--- config.mk ---
export PLATFORM = sky130hd
export DESIGN_NAME = tx_rr_scheduler
export DESIGN_NICKNAME = d
export VERILOG_FILES = /design/src/rtl/tx_rr_scheduler.sv
export SDC_FILE = /design/constraint.sdc
export NUM_CORES = 1
export LEC_CHECK = 0
export CAP_MARGIN = 15
export CELL_PAD_IN_SITES_DETAIL_PLACEMENT = 1
export CELL_PAD_IN_SITES_GLOBAL_PLACEMENT = 1
export CORE_ASPECT_RATIO = 0.5
export CORE_UTILIZATION = 30
export DETAILED_ROUTE_END_ITERATION = 10
export HOLD_SLACK_MARGIN = 0.08
export PLACE_DENSITY = 0.82
export SLEW_MARGIN = 5
export SYNTH_ARGS = -nofsm -noshare
export SYNTH_HDL_FRONTEND = slang
export SYNTH_SLANG_ARGS = --single-unit
--- constraint.sdc ---
create_clock -name clk_i -period 3.8 [get_ports clk_i]
set_input_delay 1.14 -clock clk_i [delete_from_list [all_inputs] [get_ports clk_i]]
set_output_delay 1.14 -clock clk_i [all_outputs]
set_load 0.05 [all_outputs]
--- src/rtl/tx_rr_scheduler.sv ---
// Round-robin arbiter sharing one serial transmitter between NREQ byte producers.
// Accepts one byte, pulses start, waits for done, then holds off for a programmable gap.
module tx_rr_scheduler #(
    parameter int unsigned NREQ = 4,
    parameter int unsigned DW   = 8,
    parameter int unsigned GAPW = 8
) (
    input  logic                    clk_i,
    input  logic                    rst_i,
    input  logic [NREQ-1:0]         req_valid_i,
    input  logic [NREQ*DW-1:0]      req_data_i,
    output logic [NREQ-1:0]         req_ready_o,
    input  logic [NREQ-1:0]         req_mask_i,
    input  logic [GAPW-1:0]         gap_i,
    output logic                    tx_start_o,
    output logic [DW-1:0]           tx_data_o,
    input  logic                    tx_done_i,
    output logic [$clog2(NREQ)-1:0] grant_id_o,
    output logic                    busy_o
);

    localparam int unsigned IW = $clog2(NREQ);

    typedef enum logic [1:0] {StIdle, StStart, StWait, StGap} state_e;

    state_e          state_q, state_d;
    logic [IW-1:0]   rr_ptr_q, rr_ptr_d;
    logic [IW-1:0]   grant_q, grant_d;
    logic [DW-1:0]   data_q, data_d;
    logic [GAPW-1:0] gap_q, gap_d;

    logic [NREQ-1:0] eligible;
    logic            win_any;
    logic [IW-1:0]   win_idx;
    logic [IW-1:0]   cand;
    logic            found;

    function automatic logic [IW-1:0] wrap_idx(input logic [IW-1:0] base, input int unsigned off);
        int unsigned s;
        s = 32'(base) + off;
        return IW'(s % NREQ);
    endfunction

    assign eligible = req_valid_i & req_mask_i;
    assign win_any  = |eligible;

    // First eligible requester at or after rr_ptr, wrapping modulo NREQ.
    always_comb begin
        win_idx = '0;
        cand    = '0;
        found   = 1'b0;
        for (int unsigned i = 0; i < NREQ; i++) begin
            cand = wrap_idx(rr_ptr_q, i);
            if (!found && eligible[cand]) begin
                win_idx = cand;
                found   = 1'b1;
            end
        end
    end

    always_comb begin
        req_ready_o = '0;
        if (state_q == StIdle && win_any) begin
            req_ready_o[win_idx] = 1'b1;
        end
    end

    always_comb begin
        state_d  = state_q;
        rr_ptr_d = rr_ptr_q;
        grant_d  = grant_q;
        data_d   = data_q;
        gap_d    = gap_q;
        unique case (state_q)
            StIdle: begin
                if (win_any) begin
                    data_d  = req_data_i[win_idx*DW +: DW];
                    grant_d = win_idx;
                    state_d = StStart;
                end
            end
            StStart: begin
                state_d = StWait;
            end
            StWait: begin
                if (tx_done_i) begin
                    rr_ptr_d = wrap_idx(grant_q, 1);
                    if (gap_i == '0) begin
                        state_d = StIdle;
                    end else begin
                        gap_d   = gap_i;
                        state_d = StGap;
                    end
                end
            end
            StGap: begin
                gap_d = gap_q - GAPW'(1);
                if (gap_q == GAPW'(1)) begin
                    state_d = StIdle;
                end
            end
            default: begin
                state_d = StIdle;
            end
        endcase
    end

    always_ff @(posedge clk_i) begin
        if (rst_i) begin
            state_q  <= StIdle;
            rr_ptr_q <= '0;
            grant_q  <= '0;
            data_q   <= '0;
            gap_q    <= '0;
        end else begin
            state_q  <= state_d;
            rr_ptr_q <= rr_ptr_d;
            grant_q  <= grant_d;
            data_q   <= data_d;
            gap_q    <= gap_d;
        end
    end

    assign tx_start_o = (state_q == StStart);
    assign busy_o     = (state_q != StIdle);
    assign tx_data_o  = data_q;
    assign grant_id_o = grant_q;

endmodule

==> summary.txt <==
Detailed routing
  • Detailed-route DRC error count: 0
  • Post-route ant nets: 0
  • Routed length per instance: 17.60 µm
  • First-pass iteration count of the detailed router: 4
  • Via Count: 1829
  • DR iter-0 viols: 49
  • Via density: 5.241
  • Routed Wire Length: 6.143 mm

CTS
  • H-tree levels: 1
  • Clock Path Buffers: 2
  • Clk slew on worst S/H paths: 0.09 ns
  • TritonCTS clock tree: done
  • Post-CTS Hold Fix Bufs: 0
  • CTS sink cnt: 22
  • Root Driver: clkbuf_8
  • Skew-Pair Late Insertion Delay: 0.27 ns
  • CTS Buf Count: 3

Setup path
  • Worst setup startpoint: req_mask_i[1]
  • Setup CP Type: input pin to output port
  • Crit-path leading delay family: simple AND/OR/NAND/NOR gates
  • Cell Chain, Critical Path: dlymetal6s2s_1, and2_4, o31ai_4, a22oi_4, and2b_2, nor3_4, buf_12
  • Worst setup path end: req_ready_o[2]
  • Worst Setup Start Kind: input pin
  • CP max stage delay: 0.25 ns
  • Max Fanout on Critical Path: 3
  • Worst Path Buf+Inv: 2
  • CP Depth: 7
  • Crit end category: output port
  • Data required, critical path: 2.66 ns
  • Register-to-register path setup slack: 1.82 ns
  • Slowest CP cell: and2b_2
  • Worst r2r src: state_q[0]
  • Crit path DAT: 2.42 ns
  • Reg-to-Reg End: tx_data_o[0]
  • Worst r2r path cells: 6

Global route
  • Vias in the first global route: 1969
  • Global-route wire length before repair: 9.942 mm
  • Overflow after GRT: 0
  • Initial antenna violation count: 0
  • Largest net degree at the start of global routing: 23
  • Total GRT Usage: 23.64%

Synthesis
  • Yosys reg bits: 22
  • Total of warnings raised by yosys: 0
  • Synth Area per Inst: 7.801 µm²
  • Yosys cell types: 47
  • Post-synth top flop: dfxtp_1
  • Synth Cell Area: 1560 µm²
  • Asr flop ratio synth: 0%
  • Sequential fraction of the synthesis area: 28.23%
  • Post-Synthesis Cells: 200
  • Post-synth EDFFs: 0
  • Net count after synthesis: 253

Floorplanning
  • Initial Util: 31.49%
  • IO Pins: 67
  • Die width: 104.0 µm
  • Core area: 4955 µm²
  • # rows: 18
  • DIE AREA: 5511 µm²
  • Die height: 53.00 µm

STA
  • Worst Hold Slack: 0.4879 ns
  • Final setup violation count: 0
  • Peak Freq: 281.1 MHz
  • Post-layout minimum cycle time: 3.558 ns
  • RSZ-0062 raised after global routing: false
  • Count of final max-slew check failures: 0
  • Skew final: 0.001885 ns
  • Final worst slack: 0.2421 ns
  • Worst Tran Pin Value: 0.9127 ns
  • Tcrit/Tclk final: 93.63%
  • Final setup TNS: 0 ns
  • Final hold violations: 0
  • Max_slew headroom: 38.97%

Final layout
  • Multi-input gate area: 1139 µm²
  • Antenna Diode Count: 0
  • Share of cells above drive strength 1: 20.07%
  • Register area: 440.4 µm²
  • Fin nets: 333
  • Area Growth Syn to Fin: 66.96%
  • Fillers: 587

Flow run
  • Max Cap Violations: 0

Power
  • Pwr/cell area: 372.1 nW/µm²
  • Max IR drop VDD: 188.9 µV
  • P_leak: 1.034 nW
  • Final Power: 0.9693 mW

Place
  • Post-DP HPWL: 4.230 mm
  • PortBufs: 66
  • Dpl ws: -0.1299 ns
  • Routability cong.: 0.8310

Outcome
  • Outcome: finished clean

Min path
  • HP Class: register to register
==> cell usage in the layout, fill, tap and decap left out, types with 2 or more instances in the layout <==
cell             netlist  routed
clkdlybuf4s50_1        0      54
inv_1                  2       2
nor3_4                 0       2
buf_12                 0       4
a2111oi_1              2       2
a211oi_1               3       3
and2_4                 0       5
nand2b_1               3       2
nor3_1                 7       5
nor3b_1                9       9
nand2_1               26      24
nor2_1                41      41
a311oi_2               8       8
nand3_1                4       4
o21a_1                 8       8
ha_1                   2       2
a211o_1                8       8
or4_1                  2       2
dfxtp_1               22      22
nand2_2                0       2
buf_4                  0      18
dlymetal6s2s_1         0       8
a21oi_1                8       8
clkbuf_8               0       3
or2_1                  2       2
==> worst min-delay path by stage <==
stage / to / slack [ns] / from / cells after the start
4_1_cts: gap_q[5] / 0.49 / gap_q[5] / 2
2_1_floorplan: gap_q[5] / 0.45 / gap_q[5] / 2
3_5_place_dp: gap_q[5] / 0.47 / gap_q[5] / 2
6_report: gap_q[5] / 0.49 / gap_q[5] / 2
5_1_grt: gap_q[5] / 0.53 / gap_q[5] / 2
3_3_place_gp: gap_q[7] / 0.46 / gap_q[7] / 1
==> metal layers <==
layer	global-route usage (%)	routed length [µm]	share of wire (%)
met1	26.79	2721	44
met2	46.33	3092	50
met3	5.049	228	3.7
met4	6.190	101	1.6
met5	0	0	0
==> worst register-to-register path, cell delays in order, from the launching register on <==
cell and delay [ns]:
dfxtp_1 0.39, or2_1 0.41, a31oi_4 0.23, buf_4 0.27, nor2_1 0.09, a211o_1 0.29, a311oi_2 0.23
==> repair_timing <==
action / CTS / global route
endpoints found under the setup margin: 4 / 4
gates resized for setup: 16 / 9
setup buffers: 1 / 0
hold endpoints to repair: 0 / 0
pin swaps: 6 / 8
==> power breakdown <==
part,internal [mW],switching [mW],leakage (nW),total [mW]
Combinational,0.201,0.246,0.817,0.447
Clock,0.141,0.0911,0.0357,0.232
Sequential,0.261,0.0297,0.181,0.290
==> per-stage QoR <==
| stage | area, µm² | std cells | util, % |
|---|---|---|---|
| 2_1_floorplan | 1570 | 200 | - |
| 3_3_place_gp | 2444 | 344 | 49.32 |
| 3_5_place_dp | 2444 | 344 | 49.32 |
| 4_1_cts | 2580 | 349 | 52.07 |
| 5_1_grt | 2605 | 349 | 52.58 |
| 6_report | 2605 | 349 | 52.58 |
==> cells by family (layout without fill, tap and decap cells) <==
kind of cell / Yosys count / in the layout / synth area share [%]
fa+ha+maj: 2 / 2 / 1.604
buf+inv: 12 / 91 / 3.448
flops: 22 / 22 / 28.23
simple gates: 107 / 107 / 33.04
mux: 1 / 1 / 0.6416
xor+xnor: 1 / 1 / 0.5614
compound gates: 55 / 55 / 32.48
==> cells in the mapped netlist, types with 3 or more instances <==
master / n / area share (%)
nor2_1: 41 / 9.9
nand2_1: 26 / 6.3
dfxtp_1: 22 / 28
nor3b_1: 9 / 4.3
a211o_1: 8 / 4.5
a21oi_1: 8 / 2.6
a311oi_2: 8 / 7.7
o21a_1: 8 / 3.8
buf_2: 7 / 2.2
nor3_1: 7 / 2.2
and2_1: 6 / 2.4
nand3_1: 4 / 1.3
a211oi_1: 3 / 1.4
nand2b_1: 3 / 1.2
==> layout make-up <==
type | instances | share of cell area (%)
multi-input combinational | 166 | 43.71
tap | 70 | 3.362
clock inverter | 1 | 1.153
clock buffer | 3 | 1.585
inverter | 3 | 0.4323
sequential | 22 | 16.91
timing repair buffer | 84 | 32.85
==> state kept, by name, summed over array words and instances (netlist names) <==
| name | count |
|---|---|
| gap_q | 8 |
| tx_data_o | 8 |
| grant_id_o | 2 |
| rr_ptr_q | 2 |
| state_q | 2 |
No activity file was read; power rests on OpenSTA's default activity.
